--- config.mk ---
export PLATFORM = sky130hd
export DESIGN_NAME = vga_timing_out
export DESIGN_NICKNAME = d
export VERILOG_FILES = /design/src/rtl/vga_timing_pkg.sv /design/src/rtl/vga_delay_line.sv /design/src/rtl/vga_timing_out.sv
export SDC_FILE = /design/constraint.sdc
export NUM_CORES = 1
export LEC_CHECK = 0
export ABC_AREA = 1
export CAP_MARGIN = 25
export CORE_UTILIZATION = 25
export DETAILED_ROUTE_END_ITERATION = 8
export MAX_ROUTING_LAYER = met4
export PLACE_DENSITY = 0.53
export SLEW_MARGIN = 20
export SYNTH_ARGS = -nofsm -noshare
export SYNTH_HDL_FRONTEND = slang
export SYNTH_SLANG_ARGS = --single-unit
--- constraint.sdc ---
create_clock -name clk -period 1.4 [get_ports clk]
set_input_delay 0.42 -clock clk [delete_from_list [all_inputs] [get_ports clk]]
set_output_delay 0.42 -clock clk [all_outputs]
set_load 0.01 [all_outputs]
--- src/rtl/vga_timing_pkg.sv ---
// Shared 640x480@60 timing defaults and RGB332 -> 8:8:8 colour expansion.
// No state: constants, types and a pure function only.
package vga_timing_pkg;

   localparam int DEF_H_ACTIVE = 640;
   localparam int DEF_H_FP     = 16;
   localparam int DEF_H_SYNC   = 96;
   localparam int DEF_H_BP     = 48;
   localparam int DEF_V_ACTIVE = 480;
   localparam int DEF_V_FP     = 10;
   localparam int DEF_V_SYNC   = 2;
   localparam int DEF_V_BP     = 33;
   localparam int DEF_PIPE_LAT = 2;

   localparam int DEF_H_TOTAL = DEF_H_ACTIVE + DEF_H_FP + DEF_H_SYNC + DEF_H_BP;
   localparam int DEF_V_TOTAL = DEF_V_ACTIVE + DEF_V_FP + DEF_V_SYNC + DEF_V_BP;

   typedef struct packed {
      logic [2:0] r;
      logic [2:0] g;
      logic [1:0] b;
   } rgb332_t;

   typedef struct packed {
      logic [7:0] r;
      logic [7:0] g;
      logic [7:0] b;
   } rgb888_t;

   // Bit replication keeps full black and full white at the ends of the 8-bit range.
   function automatic rgb888_t rgb332_to_888(input rgb332_t c);
      rgb888_t o;
      o.r = {c.r, c.r, c.r[2:1]};
      o.g = {c.g, c.g, c.g[2:1]};
      o.b = {4{c.b}};
      return o;
   endfunction

endpackage

--- src/rtl/vga_delay_line.sv ---
// Enabled shift register with a synchronous reset value; DEPTH enabled ticks latency.
// No backpressure: every stage holds while en is low.
module vga_delay_line #(
   parameter int               WIDTH   = 3,
   parameter int               DEPTH   = 2,
   parameter logic [WIDTH-1:0] RST_VAL = '0
) (
   input  logic             clk,
   input  logic             resetN,
   input  logic             en,
   input  logic [WIDTH-1:0] d,
   output logic [WIDTH-1:0] q
);

   logic [DEPTH-1:0][WIDTH-1:0] stage;

   always_ff @(posedge clk) begin
      if (!resetN) begin
         for (int i = 0; i < DEPTH; i++) stage[i] <= RST_VAL;
      end else if (en) begin
         stage[0] <= d;
         for (int i = 1; i < DEPTH; i++) stage[i] <= stage[i-1];
      end
   end

   assign q = stage[DEPTH-1];

endmodule

--- src/rtl/vga_timing_out.sv ---
// VGA raster counters plus sync/blank/colour output stage; outputs trail pixelX/Y by PIPE_LAT+1 pixEn ticks.
// No backpressure: all state, outputs included, holds while pixEn is low.
module vga_timing_out
   import vga_timing_pkg::*;
#(
   parameter int H_ACTIVE = DEF_H_ACTIVE,
   parameter int H_FP     = DEF_H_FP,
   parameter int H_SYNC   = DEF_H_SYNC,
   parameter int H_BP     = DEF_H_BP,
   parameter int V_ACTIVE = DEF_V_ACTIVE,
   parameter int V_FP     = DEF_V_FP,
   parameter int V_SYNC   = DEF_V_SYNC,
   parameter int V_BP     = DEF_V_BP,
   parameter int PIPE_LAT = DEF_PIPE_LAT
) (
   input  logic        clk,
   input  logic        resetN,
   input  logic        pixEn,
   input  logic [7:0]  RGBIn,
   output logic [10:0] pixelX,
   output logic [10:0] pixelY,
   output logic        startOfFrame,
   output logic        oVGA_HS,
   output logic        oVGA_VS,
   output logic        oVGA_BLANK_N,
   output logic [7:0]  oVGA_R,
   output logic [7:0]  oVGA_G,
   output logic [7:0]  oVGA_B
);

   localparam int H_TOTAL = H_ACTIVE + H_FP + H_SYNC + H_BP;
   localparam int V_TOTAL = V_ACTIVE + V_FP + V_SYNC + V_BP;

   localparam logic [10:0] H_LAST     = 11'(H_TOTAL - 1);
   localparam logic [10:0] V_LAST     = 11'(V_TOTAL - 1);
   localparam logic [10:0] H_VIS      = 11'(H_ACTIVE);
   localparam logic [10:0] V_VIS      = 11'(V_ACTIVE);
   localparam logic [10:0] HS_START   = 11'(H_ACTIVE + H_FP);
   localparam logic [10:0] HS_END     = 11'(H_ACTIVE + H_FP + H_SYNC);
   localparam logic [10:0] VS_START   = 11'(V_ACTIVE + V_FP);
   localparam logic [10:0] VS_END     = 11'(V_ACTIVE + V_FP + V_SYNC);

   logic [10:0] h_cnt, v_cnt;
   logic        h_last, v_last;
   logic        active, hs_raw, vs_raw;
   logic [2:0]  tim_q;
   rgb888_t     px888;

   assign h_last = (h_cnt == H_LAST);
   assign v_last = (v_cnt == V_LAST);

   always_ff @(posedge clk) begin
      if (!resetN) begin
         h_cnt        <= '0;
         v_cnt        <= '0;
         startOfFrame <= 1'b0;
      end else begin
         // A single-clk pulse, so it clears on the very next clk even when pixEn is low.
         startOfFrame <= pixEn && h_last && v_last;
         if (pixEn) begin
            if (h_last) begin
               h_cnt <= '0;
               v_cnt <= v_last ? '0 : v_cnt + 1'b1;
            end else begin
               h_cnt <= h_cnt + 1'b1;
            end
         end
      end
   end

   assign pixelX = h_cnt;
   assign pixelY = v_cnt;

   always_comb begin
      active = (h_cnt < H_VIS) && (v_cnt < V_VIS);
      hs_raw = !((h_cnt >= HS_START) && (h_cnt < HS_END));
      vs_raw = !((v_cnt >= VS_START) && (v_cnt < VS_END));
   end

   // Timing travels alongside the object pipeline so it meets the matching RGBIn.
   vga_delay_line #(
      .WIDTH   (3),
      .DEPTH   (PIPE_LAT),
      .RST_VAL (3'b110)
   ) u_delay (
      .clk    (clk),
      .resetN (resetN),
      .en     (pixEn),
      .d      ({hs_raw, vs_raw, active}),
      .q      (tim_q)
   );

   always_comb px888 = rgb332_to_888(rgb332_t'(RGBIn));

   always_ff @(posedge clk) begin
      if (!resetN) begin
         oVGA_HS      <= 1'b1;
         oVGA_VS      <= 1'b1;
         oVGA_BLANK_N <= 1'b0;
         oVGA_R       <= '0;
         oVGA_G       <= '0;
         oVGA_B       <= '0;
      end else if (pixEn) begin
         oVGA_HS      <= tim_q[2];
         oVGA_VS      <= tim_q[1];
         oVGA_BLANK_N <= tim_q[0];
         oVGA_R       <= tim_q[0] ? px888.r : 8'h00;
         oVGA_G       <= tim_q[0] ? px888.g : 8'h00;
         oVGA_B       <= tim_q[0] ? px888.b : 8'h00;
      end
   end

endmodule

After elaboration in Yosys (flattened, before gate mapping)
Index checks and enable logic that the tools add are counted.
- bits in registers: 56
- logic and storage cells: 34
- output and inout bits: 50
- reductions and logical operators: 8
- order comparisons: 6
- add/subtract/negate cells: 2
- equal/unequal tests: 2
- multiplexer cells: 5
- operators by type and width (cell ; count):
    2-to-1 mux 8 bit ; 3
    adder 11 x 1 -> 11 bit (second input constant) ; 2
    == test 11 x 10 -> 1 bit (second input constant) ; 2
    < comparator 11 x 10 -> 1 bit (second input constant) ; 2
    < comparator 11 x 9 -> 1 bit (second input constant) ; 2
    2-to-1 mux 11 bit ; 2
    greater-or-equal comparator 11 x 10 -> 1 bit (second input constant) ; 1
    greater-or-equal comparator 11 x 9 -> 1 bit (second input constant) ; 1
    logical AND 1 bit ; 5
    logical NOT 1 bit ; 2
    AND reduction 2 bit ; 1

Depth between registers and ports, before layout
- word-level depth: 3
- mapped depth: 9
- gate-level depth less buffers: 9

Modules after synthesis
A second synthesis with hierarchy kept.
- cell total of the unflattened synthesis: 303
- area total of the unflattened synthesis: 2084.5 um^2
- modules (own cells, without submodules) (module ; area each (um^2) ; seq. area each (um^2) ; cells each ; times used):
    vga_timing_out ; 1834.3 ; 680.7 ; 270 ; 1
    vga_delay_line ; 250.2 ; 120.1 ; 33 ; 1

Worst setup path after synthesis
No wires, ideal clock.
- kind: reg-to-reg
- start: register h_cnt[0], in the netlist pixelX[0]
- end: register v_cnt[4], in the netlist pixelY[4]
- buffers on the path: 0
- arrival time: 1352 ps
- stages on the path, launching flop included: 9
- path slack: -74 ps
- cells stage by stage: dfxtp_1 ha_1 nand2_1 nor2_4 nand3_4 nor2_2 inv_2 nand2_4 a21oi_1
- cells in the longest elaborated chain, start to end: 2
- ends and longest elaborated chain (item ; RTL line ; text):
    start, declared ; vga_timing_out.sv:43 ; logic [10:0] h_cnt, v_cnt;
    start signal, assigned ; vga_timing_out.sv:65 ; h_cnt <= h_cnt + 1'b1;
    == test 11 x 10 -> 1 bit ; vga_timing_out.sv:49 ; assign h_last = (h_cnt == H_LAST);
    AND reduction 2 bit (no source line) ; n/a ;
    end signal, assigned ; vga_timing_out.sv:63 ; v_cnt <= v_last ? '0 : v_cnt + 1'b1;
    end, declared ; vga_timing_out.sv:43 ;
Every way passes these cells.
A chain may end at the register's enable or synchronous reset.

Final worst setup path
- start: register h_cnt[1], in the netlist pixelX[1]
- end: register v_cnt[9], in the netlist pixelY[9]
The elaborated chain is that of the path after synthesis.

==> flow_summary_export.csv <==
group,metric,value,unit
hold_path,hold_start,"oVGA_HS",
route,wl,5210,microns
placed_design,dp_hpwl,3820,microns
finish,final_common_cell,"nand2_1",
timing,period_needed,1.38,ns
die,design.core.area,0.00773,sq mm
worst_setup_path,r2r_start,"pixelX[1]",
hold_path,hold_class,"flip-flop to flip-flop",
timing,slew_violations,0,
placed_design,routabilityCongestion,0.831,
timing,worst_slew_pin_slew,0.348,ns
synth,ys_async_sr_fraction,0,
run_status,violations,"DRC",
synth,synthesis.area,0.00199,sq mm
die,io_pins,61,
finish,diodes,0,
synth,ys_seq_area_frac,0.402,
finish,final_core_util,0.395,
die,die_y,91.2,microns
worst_setup_path,worst-setup-path-type,"flip-flop to flip-flop",
timing,setup_viol,0,
power,leakage,1.36,nW
run,drv_cap,0,
finish,fin_cells,463,
global_route,grt_pass1_vias,1799,
global_route,grt_overflow,0,
route,vias_per_cell,4.31,
die,rows,32,
placed_design,dpl_worst_slack,-0.399,ns
die,die_width,91.2,microns
run_status,status,"finished, violations left",
finish,final_cell_mix,"nand2_1, buf_4, nor2_1",
worst_setup_path,critPathRequiredTime,1.59,ns
global_route,grt_pass1_wl,8490,microns
worst_setup_path,startpoint_type,"flip-flop",
synth,syn-num-nets,293,
timing,hold_violations,0,
timing,rsz0062_at_grt,"true",
cts,clk_pin_slew,0.09,ns
power,total_power,0.00240,W
cts,cts_tree,"built",
synth,synth-edff-count,0,
timing,skew,0.00601,ns
route,drc,1,
timing,relSlewSlack,0.768,
worst_setup_path,arrival,1.57,ns
finish,nets,374,
placed_design,io_buffers,60,
global_route,antenna_found_initial,0,
die,start_util,0.258,
cts,clockBufferDepth,2,
synth,synth.distinct_cells,27,
power,ir_worst_vdd,0.000337,V
synth,postSynthCellCount,279,
synth,synthFlopType,"dfxtp_1",
synth,ys_ff_latch,40,
route,drtPass1Iterations,6,
route,dr_total_vias,1995,
route,drtIter0Drc,83,
synth,synth_area_per_cell,7.13,sq um
worst_setup_path,cp-startpoint,"pixelX[1]",
global_route,grt_usage,0.132,
cts,clkSinkCount,40,
finish,area_growth,53.2,%
cts,htreeDepth,2,
worst_setup_path,cp_max_fo,6,
worst_setup_path,worst_setup_path_end_kind,"flip-flop",
timing,fin_ws,0.0183,ns
power,power.density,786,mW/mm^2
timing,worst_hold_slack,0.459,ns
route,ant_nets,0,
cts,cts_buffers,5,
cts,clock_latency,0.30,ns
global_route,grt_max_degree,21,
placed_design,dpl.cell_count,454,
finish,drive_gt1_frac,0.260,
die,die_area,0.00832,sq mm
cts,cts_root_buffer,"clkbuf_8",
timing,min_period_over_period,0.987,
cts,cts_hold_buffers,0,
synth,yosysWarnings,0,
route,wl_per_cell,11.3,microns
timing,fmax,724,MHz
## worst max-delay path, cell delays in order (launching register included)
cell	delay [ns]
dfxtp_4	0.38
ha_4	0.15
nand2_4	0.07
nor2_4	0.18
nand3_4	0.16
nor2_4	0.15
inv_2	0.05
nand2_4	0.09
a21oi_1	0.05
## cell usage after synthesis (2+ instances only)
library cell   n  share of area
a21oi_1       24          0.060
nand2_2        3         0.0094
buf_4         16          0.060
clkbuf_1       6          0.011
nand2_1       61           0.12
o21ai_0        9          0.023
nand3_1       25          0.063
inv_1         18          0.034
xor2_1         4          0.018
buf_2          2         0.0050
ha_1           3          0.019
nor2_4         2          0.011
inv_2          4         0.0075
nand4_1        3         0.0094
nor2_2         4          0.013
dfxtp_1       40           0.40
nor3_1        10          0.025
nand3b_1       3          0.011
nor2_1        34          0.064
## path summary, 6_finish.rpt
path	cells after the start	slack, ns	to
setup / recovery	8	0.02	pixelY[9]
hold / removal	2	0.46	oVGA_HS
setup reg to reg	8	0.02	pixelY[9]
hold reg to reg	2	0.46	oVGA_HS
## timing repair
action	CTS	global route
resized for setup	74	40
buffers inserted	0	0
cloned	1	0
pin swaps	6	17
endpoints found under the setup margin	64	41
## through the flow
| stage | instance area (sq um) | TNS, ns |
|---|---|---|
| 2_1_floorplan | 2000 | 0 |
| 3_3_place_gp | 2860 | -11.97 |
| 3_5_place_dp | 2860 | -12.19 |
| 4_1_cts | 2970 | 0 |
| 5_1_grt | 3050 | -0.763 |
| 6_report | 3050 | 0 |
## cells by family (layout without fill, tap and decap cells)
kind of cell / after synthesis / after routing / share of synthesized area
buffers and inverters: 46 / 127 / 0.118
AO/OA/AOI/OAI: 35 / 35 / 0.0918
flip-flops: 40 / 40 / 0.402
AND/OR/NAND/NOR: 150 / 151 / 0.347
adder cells (fa/ha/maj): 3 / 3 / 0.0189
XOR/XNOR: 5 / 5 / 0.0220
## final cells by class
type | count | area [sq um]
sequential | 40 | 831
fill | 830 | 4680
clock inverter | 3 | 47.5
timing repair buffer | 97 | 841
multi-input combinational | 194 | 1050
tap | 102 | 128
inverter | 22 | 82.6
clock buffer | 5 | 68.8
## power breakdown
part	switching, W	total [W]	internal, W
logic	0.000101	0.000216	0.000115
clock network	0.000458	0.000995	0.000538
registers	0.0000237	0.00118	0.00116
total	0.000582	0.00240	0.00181
## routing by layer
layer  wire (microns)  track usage  vias up
li1                 -            -     1056
met4               65       0.0437        0
met1             2440        0.166      878
met2             2490        0.212       54
met5                0            -        -
met3              222       0.0276        7
## flip-flops by register name (all words and copies together), names as in the netlist
signal         cells
oVGA_VS            1
oVGA_G             3
pixelX            11
oVGA_BLANK_N       1
u_delay.q          3
pixelY            11
oVGA_R             3
startOfFrame       1
oVGA_HS            1
u_delay.stage      3
oVGA_B             2
Power figures use the tool's default switching activity.
==> edit 1: new RTL, config.mk and constraints unchanged <==
Make the reset (`resetN`) asynchronous in 3 clocked blocks. Comments in the files are not updated.
--- a/src/rtl/vga_delay_line.sv
+++ b/src/rtl/vga_delay_line.sv
@@ -15,5 +15,5 @@
    logic [DEPTH-1:0][WIDTH-1:0] stage;
 
-   always_ff @(posedge clk) begin
+   always_ff @(posedge clk or negedge resetN) begin
       if (!resetN) begin
          for (int i = 0; i < DEPTH; i++) stage[i] <= RST_VAL;
--- a/src/rtl/vga_timing_out.sv
+++ b/src/rtl/vga_timing_out.sv
@@ -50,5 +50,5 @@
    assign v_last = (v_cnt == V_LAST);
 
-   always_ff @(posedge clk) begin
+   always_ff @(posedge clk or negedge resetN) begin
       if (!resetN) begin
          h_cnt        <= '0;
@@ -93,5 +93,5 @@
    always_comb px888 = rgb332_to_888(rgb332_t'(RGBIn));
 
-   always_ff @(posedge clk) begin
+   always_ff @(posedge clk or negedge resetN) begin
       if (!resetN) begin
          oVGA_HS      <= 1'b1;
Behaviour: differs if resetN is asserted again (counterexample within 4 cycles, from zero or initial values and one cycle with resetN low); with resetN held inactive, the same outputs for 10 cycles.
==> edit 1 against the original RTL <==
- the flow still finishes with violations (design-rule violations)
- non-clock buffer count up 18
- global-route usage up 0.79 points
- sequential cell count unchanged
- synthesized area up 16%
- routed wire length up 21%
- design area up 15%
- utilization up 0.40 points
- worst setup slack worse by 0.012 ns
Power is not compared: it rests on default switching activity, and its combinational part moved more than twofold at a synthesized area within 25%.
==> edit 1: results (changes against the original RTL) <==
Setup path
  • Crit-path slowest cell: dfrtp_1 (was dfxtp_4)
  • Crit-path leading delay family: flip-flops (was simple AND/OR/NAND/NOR gates)
  • RR Startpoint: pixelX[5] (was pixelX[1])
  • Setup crit end: pixelY[1] (was pixelY[9])
  • Slowest cell delay on critical path: 0.42 ns (was 0.38 ns)
  • Crit path from: pixelY[1] (was pixelX[1])
  • CP max FO: 2 (was 6)
  • Worst path arrival time: 0.97 ns (was 1.57 ns)

CTS
  • Resized cells post-CTS: 118 (was 74)
  • Total CTS buffers: 5 (unchanged)

Run status
  • Failing checks: design-rule violations (unchanged)
  • Status: finished, violations left (unchanged)

GRT
  • Vias in the first global route: 2187 (was 1799)
  • GRT Total Usage: 0.140 (was 0.132)
  • Met3 Track Usage GR: 0.0322 (was 0.0276)
  • Met2 usage: 0.215 (was 0.212)
  • GR Layer Usage met1: 0.183 (was 0.166)
  • Pin count of the biggest net entering global routing: 41 (was 21)
  • First-pass GRT wire length: 10500 um (was 8490 um)

Yosys
  • Unique masters post-synth: 25 (was 27)
  • Most common flop cell mapped by yosys: dfrtp_1 (was dfxtp_1)
  • Synth area leaders: dfrtp_1, nand2_1, dfstp_2 (was dfxtp_1, nand2_1, nor2_1)
  • Synth cell count leaders: nand2_1, dfrtp_1, inv_1 (was nand2_1, dfxtp_1, nor2_1)
  • Post-synth ARST share: 1.00 (was 0)
  • Sequential fraction of the synthesis area: 0.439 (was 0.402)

Detailed routing
  • Met1 WL: 2880 um (was 2440 um)
  • First DRT Iteration DRCs: 91 (was 83)
  • # DRC: 10 (was 1)
  • DRT Wirelength: 6300 um (was 5210 um)
  • Pre-antenna DRT Iters: 7 (was 6)
  • Vias: 2257 (was 1995)
  • Metal3 WL: 359 um (was 222 um)
  • Routed wl met2: 2960 um (was 2490 um)

Placed design
  • Area after DPL: 3170 sq um (was 2860 sq um)
  • Placed Instances: 483 (was 454)
  • Place WS: -0.382 ns (was -0.399 ns)
  • GP Congestion: 0.887 (was 0.831)
  • DP HPWL: 4370 um (was 3820 um)

Final layout
  • Layout cells sized above 1: 0.344 (was 0.260)
  • Fill cells: 907 (was 830)
  • Final-stage net count: 414 (was 374)
  • Final cell count without fillers: 509 (was 463)

STA
  • Setup Skew: 0.0121 ns (was 0.00601 ns)
  • Slew at the pin closest to its max-slew limit: 0.297 ns (was 0.348 ns)

Min path
  • Hold Crit Class: primary input to async pin (was register to register)
[edit 1: changes by cell type after synthesis, sizes merged, moves of 5 or more]
cell / delta
nand2: +34
xor2: +5
nor2: -7
dfxtp: -40
a21oi: -21
dfrtp: +34
inv: +10
dfstp: +6
[edit 1: kinds of logic (layout without fill, tap and decap cells)]
kind of cell / count (synthesis) / after routing / synth area share
compound gates: 15 / 15 / 0.0337
xor+xnor: 9 / 9 / 0.0343
fa+ha+maj: 3 / 3 / 0.0163
buf+inv: 56 / 156 / 0.121
flops: 40 / 40 / 0.439
simple gates: 177 / 178 / 0.356
[edit 1: layout make-up]
cell class                 instances  area [sq um]  share of cell area
clock buffer                       6          82.6              0.0235
clock inverter                     2          10.0             0.00285
inverter                          33           138              0.0392
multi-input combinational        205          1170               0.333
sequential                        40          1010               0.288
tap                              108           135              0.0385
timing repair buffer             115           966               0.275
==> edit 2: new RTL, config.mk and constraints unchanged <==
Made on the original files. Set the package constant `DEF_PIPE_LAT` to 1 (it was 2).
--- a/src/rtl/vga_timing_pkg.sv
+++ b/src/rtl/vga_timing_pkg.sv
@@ -11,5 +11,5 @@
    localparam int DEF_V_SYNC   = 2;
    localparam int DEF_V_BP     = 33;
-   localparam int DEF_PIPE_LAT = 2;
+   localparam int DEF_PIPE_LAT = 1;
 
    localparam int DEF_H_TOTAL = DEF_H_ACTIVE + DEF_H_FP + DEF_H_SYNC + DEF_H_BP;
Function: changed (Yosys sat finds a counterexample within 4 cycles, from zero or initial values and one cycle with resetN low).
==> edit 2 against the original RTL <==
- the run ends with negative setup slack left
- worst hold slack improved by 0.013 ns
- design area rose by 0.53%
- routed wire length grew 1.4%
- worst setup slack got worse by 0.094 ns
- sequential cell count fell by 3
- via count up 1.8%
- synthesized area is 3.0% lower
- total power fell by 11%
- largest cell class unchanged
==> edit 2: results (changes against the original RTL) <==
GRT
  • GRT Total Usage: 0.142 (was 0.132)
  • First-pass GRT wire length: 9120 um (was 8490 um)
  • Pin count of the biggest net entering global routing: 16 (was 21)
  • Vias in the first global route: 1945 (was 1799)

Placed design
  • GP Congestion: 0.840 (was 0.831)
  • Placed Instances: 457 (was 454)
  • Place WS: -0.576 ns (was -0.399 ns)
  • Area after DPL: 2810 sq um (was 2860 sq um)

STA
  • Final setup violation count: 8 (was 0)
  • Final setup margin: -0.0761 ns (was 0.0183 ns)
  • Setup Skew: 0.00753 ns (was 0.00601 ns)
  • Setup TNS: -0.364 ns (was 0 ns)
  • Tightest hold margin: 0.472 ns (was 0.459 ns)

Setup path
  • CP max FO: 8 (was 6)
  • R2R depth: 10 (was 8)
  • Worst path arrival time: 1.66 ns (was 1.57 ns)
  • Worst reg2reg path endpoint: pixelY[5] (was pixelY[9])

Detailed routing
  • Routed wl met2: 2430 um (was 2490 um)
  • First DRT Iteration DRCs: 60 (was 83)
  • DRT Wirelength: 5280 um (was 5210 um)
  • Met1 WL: 2540 um (was 2440 um)
  • Pre-antenna DRT Iters: 4 (was 6)
  • Vias: 2030 (was 1995)
  • Routed WL per cell: 11.2 um (was 11.3 um)

Yosys
  • Sequential fraction of the synthesis area: 0.384 (was 0.402)
  • Synth area leaders: dfxtp_1, nand2_1, nor2_1 (unchanged)
  • Synth cell count leaders: nand2_1, nor2_1, dfxtp_1 (was nand2_1, dfxtp_1, nor2_1)
  • Mean Syn Cell Area: 6.90 sq um (was 7.13 sq um)

Run status
  • Failing checks: negative setup slack (was design-rule violations)
  • Status: finished, violations left (unchanged)

Power
  • Clock group total power: 839 uW (was 995 uW)
  • Clock power frac: 0.393 (was 0.415)
  • Worst IR Drop VDD: 0.306 mV (was 0.337 mV)

Min path
  • Hold path start: u_delay.q[1] (was oVGA_HS)
  • End of the worst hold path: u_delay.q[1] (was oVGA_HS)

Final layout
  • Final-stage net count: 384 (was 374)

CTS
  • Resized cells post-CTS: 86 (was 74)
  • Setup Fix Bufs, Post-CTS: 4 (was 0)
## edit 2: cells by family after synthesis
kind of cell	Yosys count	synth area share
xor gates and xnor gates	2	0.00907
adders and majority gates	3	0.0194
AOI/OAI and AO/OA	31	0.0875
DFF	37	0.384
and+or+nand+nor	158	0.357
buffers and inverters	49	0.143
## edit 2: layout make-up
type,instances,area (sq um),share of cell area
tap,99,124,0.0404
multi-input combinational,194,1020,0.333
sequential,37,768,0.251
clock inverter,1,5.00,0.00163
clock buffer,7,96.3,0.0314
inverter,24,91.3,0.0298
timing repair buffer,108,961,0.313
## edit 2: layer usage
layer	GRT usage	up-vias
met1	0.175	894
li1	-	1068
met5	-	-
met3	0.0262	10
met2	0.233	58
met4	0.0484	0
## edit 2: worst min-delay path, delay by kind of cell, from the launching register on
family	cells	cell delay, ns
AO/OA/AOI/OAI	1	0.06
AND/OR/NAND/NOR	1	0.05
flip-flops	1	0.33
